`config.mk`:
```
export PLATFORM = sky130hd
export DESIGN_NAME = dmem_arbiter
export DESIGN_NICKNAME = d
export VERILOG_FILES = /design/src/rtl/dmem_pkg.sv /design/src/rtl/rr_starve_arb.sv /design/src/rtl/dmem_arbiter.sv
export SDC_FILE = /design/constraint.sdc
export NUM_CORES = 1
export LEC_CHECK = 0
export BUFFER_PORTS_ARGS = -buffer_cell sky130_fd_sc_hd__buf_2
export CAP_MARGIN = 20
export CORE_AREA = 2 2 117 119
export DETAILED_ROUTE_END_ITERATION = 12
export DIE_AREA = 0 0 119 121
export SLEW_MARGIN = 25
export SYNTH_ARGS = -nofsm -noshare
export SYNTH_HDL_FRONTEND = slang
export SYNTH_SLANG_ARGS = --single-unit
```
`constraint.sdc`:
```
create_clock -name clk -period 5.8 [get_ports clk]
set_clock_uncertainty 0.15 [all_clocks]
set_input_delay 1.16 -clock clk [delete_from_list [all_inputs] [get_ports clk]]
set_output_delay 1.16 -clock clk [all_outputs]
set_load 0.01 [all_outputs]
```
`src/rtl/dmem_pkg.sv`:
```
// Shared constants and types for the data-memory arbiter slice.
package dmem_pkg;

    localparam int unsigned XLEN           = 32;
    localparam int unsigned DEPTH_DEF      = 32;
    localparam int unsigned STARVE_MAX_DEF = 4;

    typedef logic [0:0] owner_t;

    localparam owner_t PORT_MEM = 1'b0;
    localparam owner_t PORT_DBG = 1'b1;

endpackage

```
`src/rtl/rr_starve_arb.sv`:
```
// Two-requester arbiter: port 0 has priority, but port 1 is forced through
// after STARVE_MAX consecutive port-0 wins while it waited.
module rr_starve_arb
    import dmem_pkg::*;
#(
    parameter int unsigned STARVE_MAX = STARVE_MAX_DEF
) (
    input  logic       clk,
    input  logic       reset,
    input  logic [1:0] req,
    output logic [1:0] gnt_c
);

    localparam int unsigned CW = (STARVE_MAX < 1) ? 1 : $clog2(STARVE_MAX + 1);

    logic [CW-1:0] starve_cnt;
    logic          force_p1;

    assign force_p1 = (starve_cnt == CW'(STARVE_MAX));

    always_comb begin
        gnt_c = 2'b00;
        if (req[PORT_MEM] && !(req[PORT_DBG] && force_p1)) begin
            gnt_c[PORT_MEM] = 1'b1;
        end else if (req[PORT_DBG]) begin
            gnt_c[PORT_DBG] = 1'b1;
        end
    end

    // Count port-0 wins over a waiting port 1; any other cycle clears.
    always_ff @(posedge clk) begin
        if (reset) begin
            starve_cnt <= '0;
        end else if (gnt_c[PORT_MEM] && req[PORT_DBG]) begin
            if (!force_p1) begin
                starve_cnt <= starve_cnt + CW'(1);
            end
        end else begin
            starve_cnt <= '0;
        end
    end

endmodule

```
`src/rtl/dmem_arbiter.sv`:
```
// Shares the single data memory between the MEM stage (port 0) and the
// debug/loader port (port 1); routes 1-cycle read data back to the issuer.
module dmem_arbiter
    import dmem_pkg::*;
#(
    parameter int unsigned DEPTH      = DEPTH_DEF,
    parameter int unsigned STARVE_MAX = STARVE_MAX_DEF
) (
    input  logic            clk,
    input  logic            reset,
    input  logic            p0_req,
    input  logic            p0_we,
    input  logic [XLEN-1:0] p0_addr,
    input  logic [XLEN-1:0] p0_wdata,
    output logic            p0_gnt,
    output logic            p0_rvalid,
    output logic [XLEN-1:0] p0_rdata,
    input  logic            p1_req,
    input  logic            p1_we,
    input  logic [XLEN-1:0] p1_addr,
    input  logic [XLEN-1:0] p1_wdata,
    output logic            p1_gnt,
    output logic            p1_rvalid,
    output logic [XLEN-1:0] p1_rdata,
    output logic            stall,
    output logic            err,
    output logic            MemWrite,
    output logic            MemRead,
    output logic [XLEN-1:0] Addr,
    output logic [XLEN-1:0] Wdata,
    input  logic [XLEN-1:0] Rdata
);

    logic [1:0]      gnt_c;
    logic            any_gnt_c;
    logic            sel_we_c;
    logic            in_range_c;
    logic [XLEN-1:0] sel_addr_c;
    logic [XLEN-1:0] sel_wdata_c;

    owner_t          owner_q;
    logic            rd_pend_q;
    logic            rd_oor_q;
    logic            err_q;

    rr_starve_arb #(
        .STARVE_MAX (STARVE_MAX)
    ) u_arb (
        .clk   (clk),
        .reset (reset),
        .req   ({p1_req, p0_req}),
        .gnt_c (gnt_c)
    );

    // Steer the granted port onto the memory bus; idle bus is all zero.
    always_comb begin
        sel_we_c    = 1'b0;
        sel_addr_c  = '0;
        sel_wdata_c = '0;
        if (gnt_c[PORT_MEM]) begin
            sel_we_c    = p0_we;
            sel_addr_c  = p0_addr;
            sel_wdata_c = p0_wdata;
        end else if (gnt_c[PORT_DBG]) begin
            sel_we_c    = p1_we;
            sel_addr_c  = p1_addr;
            sel_wdata_c = p1_wdata;
        end
    end

    assign any_gnt_c  = |gnt_c;
    assign in_range_c = (sel_addr_c < XLEN'(DEPTH));

    assign p0_gnt   = gnt_c[PORT_MEM];
    assign p1_gnt   = gnt_c[PORT_DBG];
    assign stall    = p0_req && !gnt_c[PORT_MEM];
    assign MemWrite = any_gnt_c && sel_we_c && in_range_c;
    assign MemRead  = any_gnt_c && !sel_we_c && in_range_c;
    assign Addr     = sel_addr_c;
    assign Wdata    = sel_wdata_c;

    // Remember who owns the next-cycle read data and whether it is real.
    always_ff @(posedge clk) begin
        if (reset) begin
            owner_q   <= PORT_MEM;
            rd_pend_q <= 1'b0;
            rd_oor_q  <= 1'b0;
            err_q     <= 1'b0;
        end else begin
            rd_pend_q <= any_gnt_c && !sel_we_c;
            if (any_gnt_c && !sel_we_c) begin
                owner_q  <= gnt_c[PORT_DBG] ? PORT_DBG : PORT_MEM;
                rd_oor_q <= !in_range_c;
            end
            if (any_gnt_c && !in_range_c) begin
                err_q <= 1'b1;
            end
        end
    end

    // Reset in the return cycle drops the pending read.
    assign p0_rvalid = rd_pend_q && (owner_q == PORT_MEM) && !reset;
    assign p1_rvalid = rd_pend_q && (owner_q == PORT_DBG) && !reset;
    assign p0_rdata  = (p0_rvalid && !rd_oor_q) ? Rdata : '0;
    assign p1_rdata  = (p1_rvalid && !rd_oor_q) ? Rdata : '0;
    assign err       = err_q;

endmodule
```
# Word-level counts from Yosys, hierarchy flattened
# Cells that the tools add are included.
# totals
register_bits,7
output_inout_bits,136
# classes
addsub,1
order_cmp,1
eq_ne,1
n_mux,12
n_bitwise,2
n_reduce_logical,23
# op_table
op,count
$mux 32,6
$lt 32x6->1 const B,1
$logic_and 1x1->1,15
$logic_not 1->1,6
$mux 1,6
$reduce_or 2->1,2
$add 3x1->3 const B,1
$eq 3x3->1 const B,1
$not 1->1,2

# Logic depth before layout (Yosys ltp)
# depth
depth_word,10
mapped_depth,8
ltp_nobuf,7

# Modules after synthesis
# Synthesis repeated with hierarchy kept, for this count alone.
# hier_totals
cells_unflattened,217
area_unflattened_um2,1684.1
# by_module_without_submodules
mod,n_inst,cells_each,area_each_um2,seq_area_each_um2
dmem_arbiter,1,200,1522.7,80.1
rr_starve_arb,1,17,161.4,60.1

# Least setup slack after synthesis
# OpenSTA, ideal clock, no wires.
# synth_path
path_type,input to output
from,in p1_req
to,out MemWrite
arrival_time_ns,2.390
required_ns,4.490
setup_slack_ns,2.100
stages,5
cell_sequence,buf_4 -> and3_4 -> a211oi_1 -> or4_4 -> nor3_1
# synth_via
elab_chain_cells,8
elab_cells_between_ends,14
# synth_rtl
item,line_no,rtl
start: declaration,dmem_arbiter.sv:18,"input logic p1_req,"
$logic_and 1x1->1,rr_starve_arb.sv:23,if (req[PORT_MEM] && !(req[PORT_DBG] && force_p1)) begin
$logic_not 1->1,rr_starve_arb.sv:23,
$logic_and 1x1->1,rr_starve_arb.sv:23,
$mux 1,rr_starve_arb.sv:23,
$mux 32 or $mux 1 (tied branches),dmem_arbiter.sv:64,end else if (gnt_c[PORT_DBG]) begin
$mux 32 or $mux 1 (tied branches),dmem_arbiter.sv:60,if (gnt_c[PORT_MEM]) begin
$lt 32x6->1 or $logic_and 1x1->1 (tied branches),"dmem_arbiter.sv:72, dmem_arbiter.sv:77",
$logic_and 1x1->1 *,dmem_arbiter.sv:77,assign MemWrite = any_gnt_c && sel_we_c && in_range_c;
end: declaration,dmem_arbiter.sv:27,"output logic MemWrite,"
# Mark *: on every way between the ends. The rest lies on a longest branch, timed or not.

# Worst setup path in the final report
# layout_path
from,in p1_addr[31]
to,out MemWrite
# layout_via
elab_chain_cells,4
# layout_rtl
item,line_no,rtl
start: declaration,dmem_arbiter.sv:20,"input logic [XLEN-1:0] p1_addr,"
$mux 32,dmem_arbiter.sv:64,
$mux 32,dmem_arbiter.sv:60,
$lt 32x6->1,dmem_arbiter.sv:72,assign in_range_c = (sel_addr_c < XLEN'(DEPTH));
$logic_and 1x1->1,dmem_arbiter.sv:77,
# Every way passes these cells.

==> impl_metrics.ini <==
[sta]
final_hold_viol_count = 0
worst_slew_margin_rel_pct = 36.6
timing.final.setup_violations = 0
finalSetupTns_ns = 0
post_route_hold_slack_ns = 0.324
period_needed_ns = 4.27
layout_worst_path_cycle_share_pct = 73.6
rsz0062_at_grt = no
fmax_mhz = 234
drv_slew = 0
max_slew.worst_pin.slew_ns = 0.951

[detailed_routing]
via_count = 3448
routed.top_layer = met5
finalWirelength_um = 11100
routed_wire_length_per_instance_um = 13.8
antenna_violating_nets_post_route = 0
met2_routed_length_um = 5750
drc = 0
routedLengthMet1_um = 4260
initialDrtViolationCount = 107
avgViaCountPerCell = 4.29
router_iterations_before_antenna_repair = 4
route.met3.wl_um = 1000

[hold_path]
worstHoldPathType = register to register
worstHoldPathCells = 1
worstHoldStart = err
hold_path_end = err

[power_and_ir_drop]
finalPower_uw = 380
power.static_leakage_uw = 0.00233
power.ir.vdd_worst_v = 0.0000635
power-per-cell-area_nw_per_um2 = 107

[final_layout]
antenna_cells = 0
area_growth_syn_to_layout_pct = 92.7
final_net_count = 797
post_route_cells_drive_above_1_share_pct = 50.0
end_of_flow_core_utilization_pct = 27.2

[synth]
netlist.area_leader.share_pct = 26.0
synth_area_leaders = sky130_fd_sc_hd__nand2_1 26%, sky130_fd_sc_hd__and3_1 22%, sky130_fd_sc_hd__o21ai_0 17%
yosys.area_share.xor_xnor_pct = 0
count_of_cell_types_in_the_netlist = 32
ys_ff_latch = 7
yosysMostFrequentCell = sky130_fd_sc_hd__nand2_1
synth_top_family_by_area = simple AND/OR/NAND/NOR gates
synthesis.area_per_instance_um2 = 5.23
synth_enable_flop_cells = 0
synth.yosys.seq_area_share_pct = 7.59
synthMuxAreaShare_pct = 0.542
mappedNetlistNets = 521
synth_top_area_cell = sky130_fd_sc_hd__nand2_1
mapped_cells = 353
yosys_most_used_dff = sky130_fd_sc_hd__dfxtp_1
simple_gate_fraction_of_synth_area_pct = 58.8
synth_common_cells = 128 x sky130_fd_sc_hd__nand2_1, 65 x sky130_fd_sc_hd__and3_1, 64 x sky130_fd_sc_hd__o21ai_0
fraction_of_the_mapped_netlist_area_in_adder_cells_pct = 1.36
async_flop_share_pct = 0
syn_area_um2 = 1850
yosys_warnings = 0
synth_compound_gate_area_share_pct = 22.4

[critical_path]
cp_cell_sequence = buf_2 > nor4_1 > a211oi_1 > or4_4 > nor3_1 > buf_2
ff2ff_path_depth = 6
timing.rr.end = rd_oor_q
critPathMaxFanout = 4
path_buf_inv = 2
path_delay_family = simple AND/OR/NAND/NOR gates
crit_required_ns = 4.49
worst-endpoint-arrival_ns = 2.96
r2r_slack_ns = 3.68
cp_most_frequent_cell = sky130_fd_sc_hd__buf_2
worst_r2r_startpoint = u_arb.starve_cnt[0]
endpoint_kind = primary output
crit_path_top_delay_cell = sky130_fd_sc_hd__or4_4
startpoint_type = input port
setup.worst_path.class = input port to primary output
critical-path-max-stage-delay_ns = 0.58

[cts]
cts.hold.buffers_added = 0
resized_after_cts = 0
clkLatencyLatePin_ns = 0.23
clock_tree.root_cell = sky130_fd_sc_hd__clkbuf_16
clk_transition_reported_paths_ns = 0.04
post-cts-setup-buffers = 0
cts_max_path_buffers = 2
cts_tree = yes
cts_num_sinks = 7
htree_levels = 1
cts_made_buffers = 3

[die]
core_area_um2 = 13100
die_y_um = 121
die_w_um = 119
floorplan.rows = 42
floorplan.die_area_um2 = 14400
initial_core_util_pct = 14.1
design.portCount = 302

[grt]
first_global_vias = 3119
grt_max_degree = 66
wire_length_of_the_first_global_routing_pass_um = 16100
grt-ovfl-total = 0
grt_antenna_before_repair = 1
grt.total_usage_pct = 13.9

[placed_design]
gp_congestion = 0.773
detailedPlacementHpwl_um = 9390
io_buffer_count = 301

[status]
outcome = finished, final reports clean

[flow_run]
timing.max_cap.violations = 0
==> how the worst max path moves through the flow <==
stage          cells past startpoint        start        end  slack (ns)
2_1_floorplan                      5       p1_req   MemWrite        2.10
3_3_place_gp                       6  p1_addr[16]   MemWrite        1.54
3_5_place_dp                       6  p1_addr[16]   MemWrite        1.47
4_1_cts                            6  p1_addr[16]   MemWrite        1.47
5_1_grt                            7       p1_req  Wdata[23]        1.38
6_report                           6  p1_addr[31]   MemWrite        1.53
==> metal layers <==
layer | GRT usage [%] | up-vias
met2 | 27.7 | 201
li1 | - | 1771
met3 | 3.01 | 10
met1 | 15.6 | 1464
met5 | 0 | -
met4 | 1.12 | 2
==> per-stage QoR <==
step,cells,setup WS (ns),instance area (µm²)
floorplan,353,2.10,1850
global placement,800,1.54,3480
detailed placement,800,1.47,3480
CTS,804,1.47,3560
global route,804,1.38,3560
finish,804,1.53,3560
==> placed cells by master, fill, tap and decap left out <==
master,instances
sky130_fd_sc_hd__a21oi_1,1
sky130_fd_sc_hd__o31a_1,1
sky130_fd_sc_hd__nor3_1,4
sky130_fd_sc_hd__nand3_1,1
sky130_fd_sc_hd__a22oi_1,1
sky130_fd_sc_hd__nor2_1,4
sky130_fd_sc_hd__and4_1,2
sky130_fd_sc_hd__nand2b_1,1
sky130_fd_sc_hd__o31ai_1,1
sky130_fd_sc_hd__and3_1,65
sky130_fd_sc_hd__a2bb2oi_1,1
sky130_fd_sc_hd__clkbuf_1,1
sky130_fd_sc_hd__a22o_1,1
sky130_fd_sc_hd__or3_1,1
sky130_fd_sc_hd__o21a_1,1
sky130_fd_sc_hd__buf_4,5
sky130_fd_sc_hd__o21ai_0,64
sky130_fd_sc_hd__a21boi_0,1
sky130_fd_sc_hd__mux2i_1,1
sky130_fd_sc_hd__nand4_1,2
sky130_fd_sc_hd__nand2_1,128
sky130_fd_sc_hd__or4_4,1
sky130_fd_sc_hd__a211oi_1,2
sky130_fd_sc_hd__dfxtp_1,7
sky130_fd_sc_hd__nor3b_2,1
sky130_fd_sc_hd__buf_2,301
sky130_fd_sc_hd__clkbuf_16,3
sky130_fd_sc_hd__o211ai_1,1
sky130_fd_sc_hd__inv_2,1
sky130_fd_sc_hd__inv_1,6
sky130_fd_sc_hd__nor2_4,1
sky130_fd_sc_hd__and3_4,1
sky130_fd_sc_hd__o311a_1,1
sky130_fd_sc_hd__ha_1,2
sky130_fd_sc_hd__nor4_1,13
==> worst reg2reg max path, stage by stage, from the launching register on <==
cell and delay, ns:
sky130_fd_sc_hd__dfxtp_1 0.32, sky130_fd_sc_hd__inv_1 0.06, sky130_fd_sc_hd__ha_1 0.23, sky130_fd_sc_hd__a21boi_0 0.24, sky130_fd_sc_hd__a211oi_1 0.09, sky130_fd_sc_hd__or4_4 0.58, sky130_fd_sc_hd__o311a_1 0.34
==> registers in the layout (all words and copies together), names as in the netlist <==
name	cells
err	1
owner_q	1
rd_oor_q	1
rd_pend_q	1
u_arb.starve_cnt	3
==> kinds of logic after synthesis <==
| kind of cell | Yosys count |
|---|---|
| and+or+nand+nor | 225 |
| AOI/OAI and AO/OA | 76 |
| buffers and inverters | 42 |
| DFF | 7 |
| adders and majority gates | 2 |
| muxes | 1 |
==> layout make-up <==
class / instances / area [µm²]
clock buffer: 4 / 78.8
timing repair buffer: 306 / 1540
tap: 176 / 220
inverter: 7 / 26.3
multi-input combinational: 304 / 1550
fill: 1517 / 9530
sequential: 7 / 140
==> where the power goes <==
part	internal, µW	switching [µW]	total, µW
clock network	91.7	28.3	120
logic	92.2	116	209
registers	50.5	0.974	51.5
total	234	146	380
Note: power is estimated with default switching activity, not from simulation.
